--- src/rtl/game_pkg.sv ---
// Shared types and helpers for the game-flow controller.
// Holds the state enum, goal encodings, text_en bit positions and BCD helpers.
// Imported by game_text_ctrl and bcd_score_cnt.
package game_pkg;

    typedef enum logic [2:0] {
        ST_RULES,
        ST_SERVE,
        ST_PLAY,
        ST_GOAL,
        ST_OVER
    } state_t;

    localparam logic [1:0] GOAL_NONE = 2'b00;
    localparam logic [1:0] GOAL_P1   = 2'b01;
    localparam logic [1:0] GOAL_P2   = 2'b10;

    // Bit positions inside text_en, matching the overlay's {score, rule, goal} order.
    localparam int TXT_SCORE_BIT = 2;
    localparam int TXT_RULE_BIT  = 1;
    localparam int TXT_GOAL_BIT  = 0;

    // Binary (0..99) to packed two-digit BCD {tens, ones}; larger values clamp to 99.
    function automatic logic [7:0] bin_to_bcd2(input int unsigned v);
        int unsigned s;
        logic [3:0]  d1;
        logic [3:0]  d0;
        s  = (v > 99) ? 99 : v;
        d1 = 4'(s / 10);
        d0 = 4'(s % 10);
        return {d1, d0};
    endfunction

    // Packed two-digit BCD increment, saturating at 99.
    function automatic logic [7:0] bcd2_inc(input logic [7:0] v);
        if (v == 8'h99) begin
            return v;
        end else if (v[3:0] == 4'd9) begin
            return {v[7:4] + 4'd1, 4'd0};
        end else begin
            return {v[7:4], v[3:0] + 4'd1};
        end
    endfunction

endpackage

--- src/rtl/bcd_score_cnt.sv ---
// Two-digit BCD score counter with synchronous clear and increment, saturating at 99.
// Ports: i_clk, i_reset_n (sync, active low), i_clear, i_inc -> o_dig1 (tens), o_dig0 (ones).
// Clear has priority over increment; outputs are registered.
module bcd_score_cnt
    import game_pkg::*;
(
    input  logic       i_clk,
    input  logic       i_reset_n,
    input  logic       i_clear,
    input  logic       i_inc,
    output logic [3:0] o_dig1,
    output logic [3:0] o_dig0
);

    logic [7:0] r_score;

    always_ff @(posedge i_clk) begin
        if (!i_reset_n) begin
            r_score <= 8'h00;
        end else if (i_clear) begin
            r_score <= 8'h00;
        end else if (i_inc) begin
            r_score <= bcd2_inc(r_score);
        end
    end

    assign o_dig1 = r_score[7:4];
    assign o_dig0 = r_score[3:0];

endmodule

--- src/rtl/game_text_ctrl.sv ---
// Game-flow FSM: sequences rules/serve/play/goal/over, owns both BCD scores and the goal banner.
// Ports: i_clk, i_reset_n, i_refresh_tick, i_btn_start, i_miss_p1/p2 -> BCD digits, o_goal,
//        o_text_en {score,rule,goal}, o_ball_run, o_ball_reset. All outputs registered.
module game_text_ctrl
    import game_pkg::*;
#(
    parameter int GOAL_FRAMES  = 120,
    parameter int SERVE_FRAMES = 60,
    parameter int WIN_SCORE    = 10
) (
    input  logic       i_clk,
    input  logic       i_reset_n,
    input  logic       i_refresh_tick,
    input  logic       i_btn_start,
    input  logic       i_miss_p1,
    input  logic       i_miss_p2,
    output logic [3:0] o_p1_dig1,
    output logic [3:0] o_p1_dig0,
    output logic [3:0] o_p2_dig1,
    output logic [3:0] o_p2_dig0,
    output logic [1:0] o_goal,
    output logic [2:0] o_text_en,
    output logic       o_ball_run,
    output logic       o_ball_reset
);

    localparam logic [7:0] WIN_BCD    = bin_to_bcd2(WIN_SCORE);
    localparam logic [7:0] GOAL_LAST  = 8'(GOAL_FRAMES - 1);
    localparam logic [7:0] SERVE_LAST = 8'(SERVE_FRAMES - 1);

    state_t     r_state, w_state_nxt;
    logic       r_btn_prev;
    logic [7:0] r_frame_cnt;
    logic [1:0] r_goal, w_goal_nxt;
    logic       r_ball_reset, w_ball_reset_nxt;
    logic [2:0] r_text_en, w_text_en_nxt;
    logic       r_ball_run, w_ball_run_nxt;

    logic       w_start;
    logic       w_p1_inc, w_p2_inc, w_score_clr;
    logic       w_p1_win, w_p2_win;

    // Held-through-reset button is not an edge because r_btn_prev resets high.
    assign w_start = i_btn_start & ~r_btn_prev;

    // A simultaneous double miss is treated as no event at all.
    assign w_p1_inc    = (r_state == ST_PLAY) && i_miss_p2 && !i_miss_p1;
    assign w_p2_inc    = (r_state == ST_PLAY) && i_miss_p1 && !i_miss_p2;
    assign w_score_clr = (r_state == ST_RULES) && w_start;

    // Win check looks at the score the increment is about to produce.
    assign w_p1_win = (bcd2_inc({o_p1_dig1, o_p1_dig0}) == WIN_BCD);
    assign w_p2_win = (bcd2_inc({o_p2_dig1, o_p2_dig0}) == WIN_BCD);

    bcd_score_cnt u_p1_score (
        .i_clk     (i_clk),
        .i_reset_n (i_reset_n),
        .i_clear   (w_score_clr),
        .i_inc     (w_p1_inc),
        .o_dig1    (o_p1_dig1),
        .o_dig0    (o_p1_dig0)
    );

    bcd_score_cnt u_p2_score (
        .i_clk     (i_clk),
        .i_reset_n (i_reset_n),
        .i_clear   (w_score_clr),
        .i_inc     (w_p2_inc),
        .o_dig1    (o_p2_dig1),
        .o_dig0    (o_p2_dig0)
    );

    always_comb begin
        w_state_nxt      = r_state;
        w_goal_nxt       = r_goal;
        w_ball_reset_nxt = 1'b0;
        unique case (r_state)
            ST_RULES: begin
                if (w_start) begin
                    w_state_nxt      = ST_SERVE;
                    w_ball_reset_nxt = 1'b1;
                end
            end
            ST_SERVE: begin
                if (i_refresh_tick && r_frame_cnt == SERVE_LAST) begin
                    w_state_nxt = ST_PLAY;
                end
            end
            ST_PLAY: begin
                if (w_p1_inc) begin
                    w_goal_nxt  = GOAL_P1;
                    w_state_nxt = w_p1_win ? ST_OVER : ST_GOAL;
                end else if (w_p2_inc) begin
                    w_goal_nxt  = GOAL_P2;
                    w_state_nxt = w_p2_win ? ST_OVER : ST_GOAL;
                end
            end
            ST_GOAL: begin
                if (i_refresh_tick && r_frame_cnt == GOAL_LAST) begin
                    w_goal_nxt       = GOAL_NONE;
                    w_state_nxt      = ST_SERVE;
                    w_ball_reset_nxt = 1'b1;
                end
            end
            ST_OVER: begin
                if (w_start) begin
                    w_goal_nxt  = GOAL_NONE;
                    w_state_nxt = ST_RULES;
                end
            end
            default: begin
                w_state_nxt = ST_RULES;
                w_goal_nxt  = GOAL_NONE;
            end
        endcase
    end

    // Overlay enables and ball_run are decoded from the next state so they land with it.
    always_comb begin
        w_text_en_nxt  = 3'b000;
        w_ball_run_nxt = 1'b0;
        unique case (w_state_nxt)
            ST_RULES: begin
                w_text_en_nxt[TXT_SCORE_BIT] = 1'b1;
                w_text_en_nxt[TXT_RULE_BIT]  = 1'b1;
            end
            ST_SERVE: w_text_en_nxt[TXT_SCORE_BIT] = 1'b1;
            ST_PLAY: begin
                w_text_en_nxt[TXT_SCORE_BIT] = 1'b1;
                w_ball_run_nxt               = 1'b1;
            end
            ST_GOAL, ST_OVER: begin
                w_text_en_nxt[TXT_SCORE_BIT] = 1'b1;
                w_text_en_nxt[TXT_GOAL_BIT]  = 1'b1;
            end
            default: w_text_en_nxt = 3'b000;
        endcase
    end

    always_ff @(posedge i_clk) begin
        if (!i_reset_n) begin
            r_state      <= ST_RULES;
            r_btn_prev   <= 1'b1;
            r_frame_cnt  <= 8'd0;
            r_goal       <= GOAL_NONE;
            r_ball_reset <= 1'b0;
            r_text_en    <= 3'b110;
            r_ball_run   <= 1'b0;
        end else begin
            r_state      <= w_state_nxt;
            r_btn_prev   <= i_btn_start;
            r_goal       <= w_goal_nxt;
            r_ball_reset <= w_ball_reset_nxt;
            r_text_en    <= w_text_en_nxt;
            r_ball_run   <= w_ball_run_nxt;
            // Clearing on entry means a tick coincident with the transition is not counted.
            if (w_state_nxt != r_state) begin
                r_frame_cnt <= 8'd0;
            end else if (i_refresh_tick) begin
                r_frame_cnt <= r_frame_cnt + 8'd1;
            end
        end
    end

    assign o_goal       = r_goal;
    assign o_ball_reset = r_ball_reset;
    assign o_text_en    = r_text_en;
    assign o_ball_run   = r_ball_run;

endmodule

--- config.mk ---
export PLATFORM = sky130hd
export DESIGN_NAME = game_text_ctrl
export DESIGN_NICKNAME = d
export VERILOG_FILES = /design/src/rtl/game_pkg.sv /design/src/rtl/bcd_score_cnt.sv /design/src/rtl/game_text_ctrl.sv
export SDC_FILE = /design/constraint.sdc
export NUM_CORES = 1
export LEC_CHECK = 0
export BUFFER_PORTS_ARGS = -buffer_cell sky130_fd_sc_hd__buf_4
export CAP_MARGIN = 20
export CORE_UTILIZATION = 60
export CTS_CLUSTER_SIZE = 30
export DETAILED_ROUTE_END_ITERATION = 10
export GPL_ROUTABILITY_DRIVEN = 0
export HOLD_SLACK_MARGIN = 0.1
export PLACE_DENSITY_LB_ADDON = 0.05
export SLEW_MARGIN = 10
export SYNTH_ARGS = -nofsm -noshare
export SYNTH_HDL_FRONTEND = slang
export SYNTH_HIERARCHICAL = 1
export SYNTH_SLANG_ARGS = --single-unit
--- constraint.sdc ---
create_clock -name i_clk -period 5.3 [get_ports i_clk]
set_input_delay 0 -clock i_clk [delete_from_list [all_inputs] [get_ports i_clk]]
set_output_delay 0 -clock i_clk [all_outputs]
set_load 0.02 [all_outputs]
### Word-level counts from Yosys, hierarchy flattened

Cells that the tools add are included.

| word-level totals | value |
|---|---|
| register bits | 35 |
| input port bits | 6 |
| output and inout bits | 23 |
| logic and storage cells | 80 |

| operators by class | value |
|---|---|
| add/subtract/negate cells | 5 |
| equal/unequal tests | 20 |
| multiplexer cells | 25 |
| bitwise operators | 4 |
| reduce and logical (&&, ||, !) cells | 17 |

Operator list:

| kind | count |
|---|---|
| $mux W8 | 4 |
| $mux W3 | 8 |
| $add A4 B1 Y4 const B | 4 |
| $eq A8 B5 Y1 const B | 2 |
| $eq A8 B8 Y1 const B | 2 |
| $pmux W3 S5 | 1 |
| $eq A3 B2 Y1 const B | 4 |
| $add A8 B1 Y8 const B | 1 |
| $eq A4 B4 Y1 const B | 2 |
| $eq A8 B6 Y1 const B | 1 |
| $eq A8 B7 Y1 const B | 1 |
| $mux W2 | 4 |
| $pmux W2 S4 | 1 |
| $reduce_or A2 Y1 | 4 |
| $logic_and A1 B1 Y1 | 7 |
| $eq A3 B1 Y1 const B | 2 |
| $eq A3 B3 Y1 const B | 2 |
| $logic_not A3 Y1 | 2 |
| $mux W1 | 6 |
| $reduce_or A5 Y1 | 1 |
| $ne A2 B2 Y1 const B | 2 |
| $reduce_and A4 Y1 | 1 |
| $ne A3 B1 Y1 const B | 1 |
| $ne A3 B3 Y1 | 1 |
| 4 further kinds | 7 |

### Depth between registers and ports, before layout

Gate-level depths: netlist of the first run.

| depth | value |
|---|---|
| word-level depth | 11 |
| mapped depth | 7 |
| depth with buffers taken out | 7 |

### Cells and area by module

The synthesis of the first run kept the hierarchy.

By module, submodules not included:

| module | times used | cells each | area an instance (µm²) | sequential area each (µm²) |
|---|---|---|---|---|
| game_text_ctrl | 1 | 114 | 1018.5 | 380.4 |
| bcd_score_cnt | 2 | 54 | 460.4 | 160.2 |

### Worst setup path before layout of the first run

Ideal clock, no wire load.

| timing | value |
|---|---|
| path kind | register -> register |
| start | reg u_p2_score.r_score[5] |
| end | reg r_text_en[1], in the netlist o_text_en[1] |
| setup time | 116 ps |
| arrival time | 2065 ps |
| required time | 5184 ps |
| path slack | 3119 ps |
| cell stages (with the launch flop) | 8 |
| clock period less this slack | 2181 ps |
| path through | dfxtp_1 > inv_1 > ha_1 > or4b_4 > o21ai_2 > nand4b_1 > a221o_1 > a41o_1 |

| on the way | value |
|---|---|
| cells in the longest elaborated chain, start to end | 10 |

Ends and longest elaborated chain:

| item | line | text |
|---|---|---|
| start, declared | bcd_score_cnt.sv:15 | `logic [7:0] r_score;` |
| start signal, assigned | bcd_score_cnt.sv:23 | `r_score <= bcd2_inc(r_score);` |
| $add A4 B1 Y4 | game_pkg.sv:39 | `return {v[7:4] + 4'd1, 4'd0};` |
| $mux W8 | game_pkg.sv:38 | `end else if (v[3:0] == 4'd9) begin` |
| $mux W8 * | n/a |  |
| $eq A8 B5 Y1 * | game_text_ctrl.sv:53 | `assign w_p2_win = (bcd2_inc({o_p2_dig1, o_p2_dig0}) == WIN_BCD);` |
| $mux W3 * | game_text_ctrl.sv:95 | `w_state_nxt = w_p2_win ? ST_OVER : ST_GOAL;` |
| $mux W3 * | game_text_ctrl.sv:93 | `end else if (w_p2_inc) begin` |
| $mux W3 * | game_text_ctrl.sv:90 | `if (w_p1_inc) begin` |
| $pmux W3 S5 * | game_text_ctrl.sv:77 | `unique case (r_state)` |
| $logic_not A3 Y1 * | game_text_ctrl.sv:122 | `unique case (w_state_nxt)` |
| $mux W1 * | game_text_ctrl.sv:122 |  |
| end signal, assigned | game_text_ctrl.sv:154 | `r_text_en <= w_text_en_nxt;` |
| end, declared | game_text_ctrl.sv:36 | `logic [2:0] r_text_en, w_text_en_nxt;` |

Every way passes the cells marked *; elsewhere a longest branch is shown, timed or not.
A chain may end at the register's enable or synchronous reset.

### Worst setup path in the final report of the first run

| timing | value |
|---|---|
| start | reg r_state[2] |
| end | reg u_p2_score.r_score[7] |

| on the way | value |
|---|---|
| cells in the longest elaborated chain, start to end | 3 |

Ends and longest elaborated chain:

| item | line | text |
|---|---|---|
| start, declared | game_text_ctrl.sv:31 | `state_t r_state, w_state_nxt;` |
| start signal, assigned | game_text_ctrl.sv:150 | `r_state <= w_state_nxt;` |
| $eq A3 B2 Y1 | game_text_ctrl.sv:48 | `assign w_p2_inc = (r_state == ST_PLAY) && i_miss_p1 && !i_miss_p2;` |
| $logic_and A1 B1 Y1 (2 in a row) | game_text_ctrl.sv:48 |  |
| net w_p2_inc | game_text_ctrl.sv:40 | `logic w_p1_inc, w_p2_inc, w_score_clr;` |

The timed path passes the listed nets, and every way through them passes these cells.

==> results of run 1 <==
==> report_power, final <==
part | leakage (nW) | switching [mW] | total, mW | internal, mW
Clock | 0.0452 | 0.0978 | 0.197 | 0.0992
Combinational | 0.537 | 0.0150 | 0.0275 | 0.0124
Sequential | 0.283 | 0.00275 | 0.269 | 0.266
Total | 0.865 | 0.116 | 0.493 | 0.378
==> what timing repair did <==
action                    CTS  global route
hold buffers                5             0
hold endpoints to repair   12             0
buffers inserted            0             0
==> metal layers <==
layer  track usage  routed length [µm]  share of wire
met1        0.3569                1984           0.48
met2        0.3977                1872           0.45
met3       0.06593                 221          0.053
met4       0.09524                  61          0.015
met5             0                   0              0
==> synthesized netlist by cell type, types with 5 or more instances <==
cell type,number,area share
or4_1,6,0.023
a31oi_1,6,0.019
ha_1,9,0.058
dfxtp_1,35,0.36
nand2_1,12,0.023
xnor2_1,6,0.027
nand3_1,6,0.015
a21oi_1,12,0.031
nor2b_1,5,0.016
inv_1,15,0.029
nor3_1,6,0.015
nand2b_1,10,0.032
nor2_1,21,0.041
==> through the flow <==
| step | total power, mW | setup slack (ns) | utilization | area (µm²) |
|---|---|---|---|---|
| 3_5_place_dp | 0.2989 | 3.054 | 0.7139 | 2180 |
| 6_report | 0.4934 | 2.989 | 0.7570 | 2311 |
| 5_1_grt | 0.5093 | 2.829 | 0.7570 | 2311 |
| 2_1_floorplan | 0.2896 | 3.119 | - | 1939 |
| 3_3_place_gp | 0.2982 | 3.128 | 0.7139 | 2180 |
| 4_1_cts | 0.4931 | 3.031 | 0.7570 | 2311 |
==> logic make-up (layout without fill, tap and decap cells) <==
logic type / count (synthesis) / in the layout / share of synthesized area
AOI/OAI and AO/OA: 50 / 50 / 0.1890
buffers and inverters: 21 / 56 / 0.04193
xor gates and xnor gates: 10 / 10 / 0.04516
muxes: 1 / 1 / 0.005161
DFF: 35 / 35 / 0.3613
other: 1 / 1 / 0.001934
and+or+nand+nor: 95 / 95 / 0.2974
adders and majority gates: 9 / 9 / 0.05807
==> flip-flops by register name, summed over array words and instances (netlist names) <==
| name | count |
|---|---|
| o_ball_reset | 1 |
| o_goal | 2 |
| o_text_en | 3 |
| u_p2_score/r_score | 8 |
| u_p1_score/r_score | 8 |
| r_state | 3 |
| o_ball_run | 1 |
| r_btn_prev | 1 |
| r_frame_cnt | 8 |
==> worst min path at each step <==
stage                 from    endpoint  slack (ns)  depth (start not counted)
2_1_floorplan    i_reset_n  r_btn_prev        0.07                          1
3_3_place_gp   i_btn_start  r_btn_prev        0.20                          2
3_5_place_dp   i_btn_start  r_btn_prev        0.21                          2
4_1_cts          i_miss_p1  r_state[2]        0.14                          4
5_1_grt          i_miss_p1  r_state[2]        0.18                          4
6_report         i_miss_p1  r_state[2]        0.15                          4
==> critical path: cells and delay by family (launching register included) <==
kind	cells	cell delay (ns)
simple gates	4	1.69
compound gates	1	0.16
flops	1	0.40
==> cell type report <==
class	count	area [µm²]
well taps	44	55.05
fillers	269	742.0
clock inverters	3	43.79
repair buffers	33	260.3
clock buffers	5	37.54
flip-flops and latches	35	700.7
multi-input cells	166	1157
inverters	15	56.30
==> flow_summary.json, run 1 <==
{
  "diodes": 0,
  "min_period_over_period": 0.4361,
  "worst_slew_pin_slew_ns": 0.9652,
  "vdd_drop_max_v": 0.0001244,
  "first_pass_iters": 4,
  "hold_viol": 0,
  "cts-root-buf": "clkbuf_4",
  "reg2reg_depth": 5,
  "r2r_start": "r_state[2]",
  "leakagePower_nw": 0.8650,
  "syn_area_um2": 1939,
  "critPathSlowestCell": "nor4b_2",
  "crit_path_cell_trace": "nand2b_1, nor4b_2, nand2_1, or4_1, a21oi_1",
  "postCtsResizedCells": 0,
  "fp.dieArea_um2": 3464,
  "wl_per_cell_um": 13.75,
  "r2r_end": "u_p2_score/r_score[7]",
  "rrSetupSlack_ns": 2.99,
  "rsz0062_at_grt": "no",
  "grt-ovfl-total": 0,
  "cp-start-kind": "flip-flop",
  "fin_nets": 271,
  "timing.fmax_mhz": 432.7,
  "slew_headroom": 0.3506,
  "antenna_found_initial": 0,
  "initial_core_util": 0.6352,
  "hp-class": "in2reg",
  "cts.sinks": 35,
  "grt_max_degree": 13,
  "cp_max_fo": 9,
  "drc": 0,
  "critPathCaptureType": "flip-flop",
  "h-tree-depth": 2,
  "final_cell_mix": "35 x dfxtp_1, 28 x buf_4, 21 x nor2_1, 15 x inv_1",
  "yosysSeqAreaShare": 0.3613,
  "async_reset_ff_frac": 0,
  "area_growth_pct": 19.16,
  "tns_ns": 0,
  "cp-endpoint": "u_p2_score/r_score[7]",
  "syn_inst": 222,
  "grt_usage": 0.2614,
  "drv_slew": 0,
  "drt.antenna.violating_nets": 0,
  "worst_ep_required_time_ns": 5.59,
  "drive_gt1_frac": 0.1907,
  "yosys_warnings": 6,
  "cts_buffers": 5,
  "power_per_cell_area_nw_per_um2": 213.5,
  "grt_pass1_vias": 1455,
  "final_common_cell": "dfxtp_1",
  "clk_latency_ns": 0.35,
  "final-instance-count-excl-fill": 301,
  "cts_buffer_depth": 2,
  "path_clk_slew_ns": 0.12,
  "skew_ns": 0.01632,
  "crit_start": "r_state[2]",
  "cp_data_arrival_time_ns": 2.60,
  "drtIter0Drc": 117,
  "grt_first_pass_wirelength_um": 6831,
  "via_count": 1758,
  "dp_hpwl_um": 2955,
  "setup_viol": 0,
  "core-area_um2": 3053,
  "die_h_um": 58.86,
  "syn_area_per_cell_um2": 8.736,
  "max_stage_delay_ns": 0.60,
  "period_needed_ns": 2.311,
  "status": "finished clean",
  "cts_tree": "done",
  "io_buffers": 28,
  "rows": 20,
  "maxCapViolCount": 0,
  "hold-worst-slack_ns": 0.1493,
  "placed_cells": 288,
  "die_w_um": 58.86,
  "io_pins": 29,
  "path_class": "reg2reg",
  "wl_um": 4140,
  "yosysUniqueCellTypes": 53,
  "ys_seq_elements": 35,
  "viasPerCell": 5.841,
  "synth_edf_count": 0,
  "synth_nets": 237,
  "ys.flop_type": "dfxtp_1"
}
Power figures use the tool's default switching activity.
==> inputs of run 2 (changes only) <==
Settings changed: ABC_AREA set to 1, CORE_UTILIZATION 60 to 57.
Clock period 5.3 ns to 2.4 ns, I/O delays scaled along.
==> run 2 against run 1 <==
Effect of this change: total power increased by 120%; worst setup slack got worse by 2.4 ns; synthesized area increased by 9.2%; wire length decreased by 3.6%; largest power group unchanged; critical path type unchanged; sequential cell count unchanged; sequential share of layout area decreased by 2.5 points.
==> flow_summary.json, run 2 <==
{
  "synth.top_cells.by_area": "dfxtp_1 33%, nand2_1 12%, inv_1 6.7%",
  "skew_ns": 0.003011,
  "diodes": 0,
  "io_pins": 29,
  "core-area_um2": 3442,
  "r2r_start": "u_p2_score/r_score[5]",
  "grt_first_pass_wirelength_um": 6982,
  "hp-class": "in2reg",
  "yosysSeqAreaShare": 0.3308,
  "grt_max_degree": 12,
  "first_pass_iters": 4,
  "antenna_found_initial": 0,
  "cp.depth": 12,
  "cts_tree": "done",
  "io_buffers": 28,
  "post_cts_buffers": 0,
  "cp_max_fo": 8,
  "crit_path_cell_trace": "inv_2, ha_1, nand3b_1, o21ai_1, nand2_1, nand2_4, nand3_2, nand2_2, nand2_2, nor2_4, nand2_4, nor2_2",
  "synthAdderAreaFrac": 0.05316,
  "synthTopCellsByCount": "68 x nand2_1, 38 x inv_1, 36 x nor2_1, 35 x dfxtp_1, 22 x nand3_1",
  "synth_nets": 320,
  "fin_nets": 359,
  "drive_gt1_frac": 0.2406,
  "grt_usage": 0.2247,
  "final_common_cell": "nand2_1",
  "setup_viol": 0,
  "initial_core_util": 0.6154,
  "via_count": 1894,
  "yosysUniqueCellTypes": 31,
  "yosys_warnings": 6,
  "grt-ovfl-total": 0,
  "viasPerCell": 4.844,
  "cts-root-buf": "clkbuf_8",
  "syn_inst": 305,
  "wl_per_cell_um": 10.21,
  "cts_buffers": 5,
  "max_stage_delay_ns": 0.45,
  "path_class": "reg2reg",
  "syn_area_per_cell_um2": 6.945,
  "critPathSlowestCell": "dfxtp_1",
  "synth_xor_area_frac": 0.03308,
  "r2r_end": "r_frame_cnt[1]",
  "rsz0062_at_grt": "no",
  "ys.flop_type": "dfxtp_1",
  "rows": 21,
  "yosys.area.top_type": "dfxtp_1",
  "leakagePower_nw": 1.112,
  "h-tree-depth": 2,
  "drv_slew": 0,
  "yosys.area_share.simple": 0.4146,
  "maxCapViolCount": 0,
  "tns_ns": 0,
  "synth_top_family_by_area": "simple AND/OR/NAND/NOR gates",
  "wl_um": 3991,
  "netlist.area_leader.share": 0.3308,
  "status": "finished clean",
  "postCtsResizedCells": 0,
  "period_needed_ns": 1.846,
  "grt_pass1_vias": 1694,
  "worst_ep_required_time_ns": 2.63,
  "fp.dieArea_um2": 3964,
  "rrSetupSlack_ns": 0.55,
  "vdd_drop_max_v": 0.0004079,
  "die_w_um": 62.96,
  "reg2reg_depth": 12,
  "largest_registers": "r_frame_cnt: 8 flops, u_p1_score/r_score: 8 flops, u_p2_score/r_score: 8 flops",
  "cp-endpoint": "r_frame_cnt[1]",
  "ys_seq_elements": 35,
  "min_period_over_period": 0.7691,
  "drc": 0,
  "clk_latency_ns": 0.28,
  "hold_viol": 0,
  "timing.fmax_mhz": 541.7,
  "ctsHoldBuffers": 5,
  "drt.antenna.violating_nets": 0,
  "cts.sinks": 35,
  "hold-worst-slack_ns": 0.1623,
  "cp_data_arrival_time_ns": 2.07,
  "critPathBufInv": 1,
  "syn_area_um2": 2118,
  "critPathCaptureType": "flip-flop",
  "area_growth_pct": 18.78,
  "crit_family": "simple AND/OR/NAND/NOR gates",
  "power_per_cell_area_nw_per_um2": 431.5,
  "cp-start-kind": "flip-flop",
  "die_h_um": 62.96,
  "drtIter0Drc": 80,
  "synthMuxAreaShare": 0.004725,
  "cts_buffer_depth": 2,
  "async_reset_ff_frac": 0,
  "path_clk_slew_ns": 0.07,
  "synth_most_common_cell": "nand2_1",
  "synth_compound_gate_area_share": 0.07265,
  "final_cell_mix": "68 x nand2_1, 38 x inv_1, 36 x nor2_1, 35 x dfxtp_1, 28 x buf_4",
  "synth_edf_count": 0,
  "dp_hpwl_um": 2942,
  "crit_start": "u_p2_score/r_score[5]"
}
==> run 2: worst register-to-register path: cells and delay by family (launching register included) <==
family | cells | cell delay (ns)
adders and majority gates | 1 | 0.27
buffers and inverters | 1 | 0.06
DFF | 1 | 0.45
AOI/OAI and AO/OA | 1 | 0.13
and+or+nand+nor | 9 | 0.88
==> run 2: stage by stage <==
stage	instance area, µm²	cells	total power, mW	worst slack (ns)	utilization
global placement	2381	378	0.6769	0.6041	0.6917
CTS	2516	391	1.098	0.5370	0.7310
finish	2516	391	1.086	0.5541	0.7310
global route	2516	391	1.134	0.3194	0.7310
floorplan	2118	305	0.6567	0.6185	-
detailed placement	2381	378	0.6775	0.5578	0.6917
==> run 2: area by class of cell <==
type	count	area, µm²
Multi-Input combinational cell	220	1229
Fill cell	301	925.9
Sequential cell	35	700.7
Timing Repair Buffer	33	260.3
Inverter	49	183.9
Clock buffer	6	72.57
Tap cell	46	57.56
Clock inverter	2	12.51
==> run 2: cells by family (layout without fill, tap and decap cells) <==
logic type               after synthesis  in the layout
AO/OA/AOI/OAI                         25             25
XOR/XNOR                               8              8
adder cells (fa/ha/maj)                9              9
buffers and inverters                 50             90
flip-flops                            35             35
multiplexers                           1              1
other                                  1              1
AND/OR/NAND/NOR                      176            176
==> run 2: per-layer routing <==
metal / track usage / routed length (µm) / part of all wire
met2: 0.3629 / 1825 / 0.46
met5: 0 / 0 / 0
met3: 0.05474 / 140 / 0.035
met1: 0.2705 / 1944 / 0.49
met4: 0.1250 / 81 / 0.020
==> run 2: where the power goes <==
part	leakage (nW)	internal, mW	switching, mW
Combinational	0.788	0.0328	0.0474
Clock	0.0412	0.203	0.211
Sequential	0.283	0.588	0.00427
==> run 2: worst min-delay path by stage <==
stage / startpoint / end / slack [ns] / cells after the start
final: i_miss_p2 / o_goal[0] / 0.16 / 5
after global routing: i_miss_p2 / o_goal[0] / 0.20 / 5
after CTS: i_miss_p2 / o_goal[0] / 0.16 / 5
after detailed placement: i_btn_start / r_btn_prev / 0.19 / 3
after global placement: i_btn_start / r_btn_prev / 0.18 / 3
after floorplan: i_btn_start / r_btn_prev / 0.1 / 2
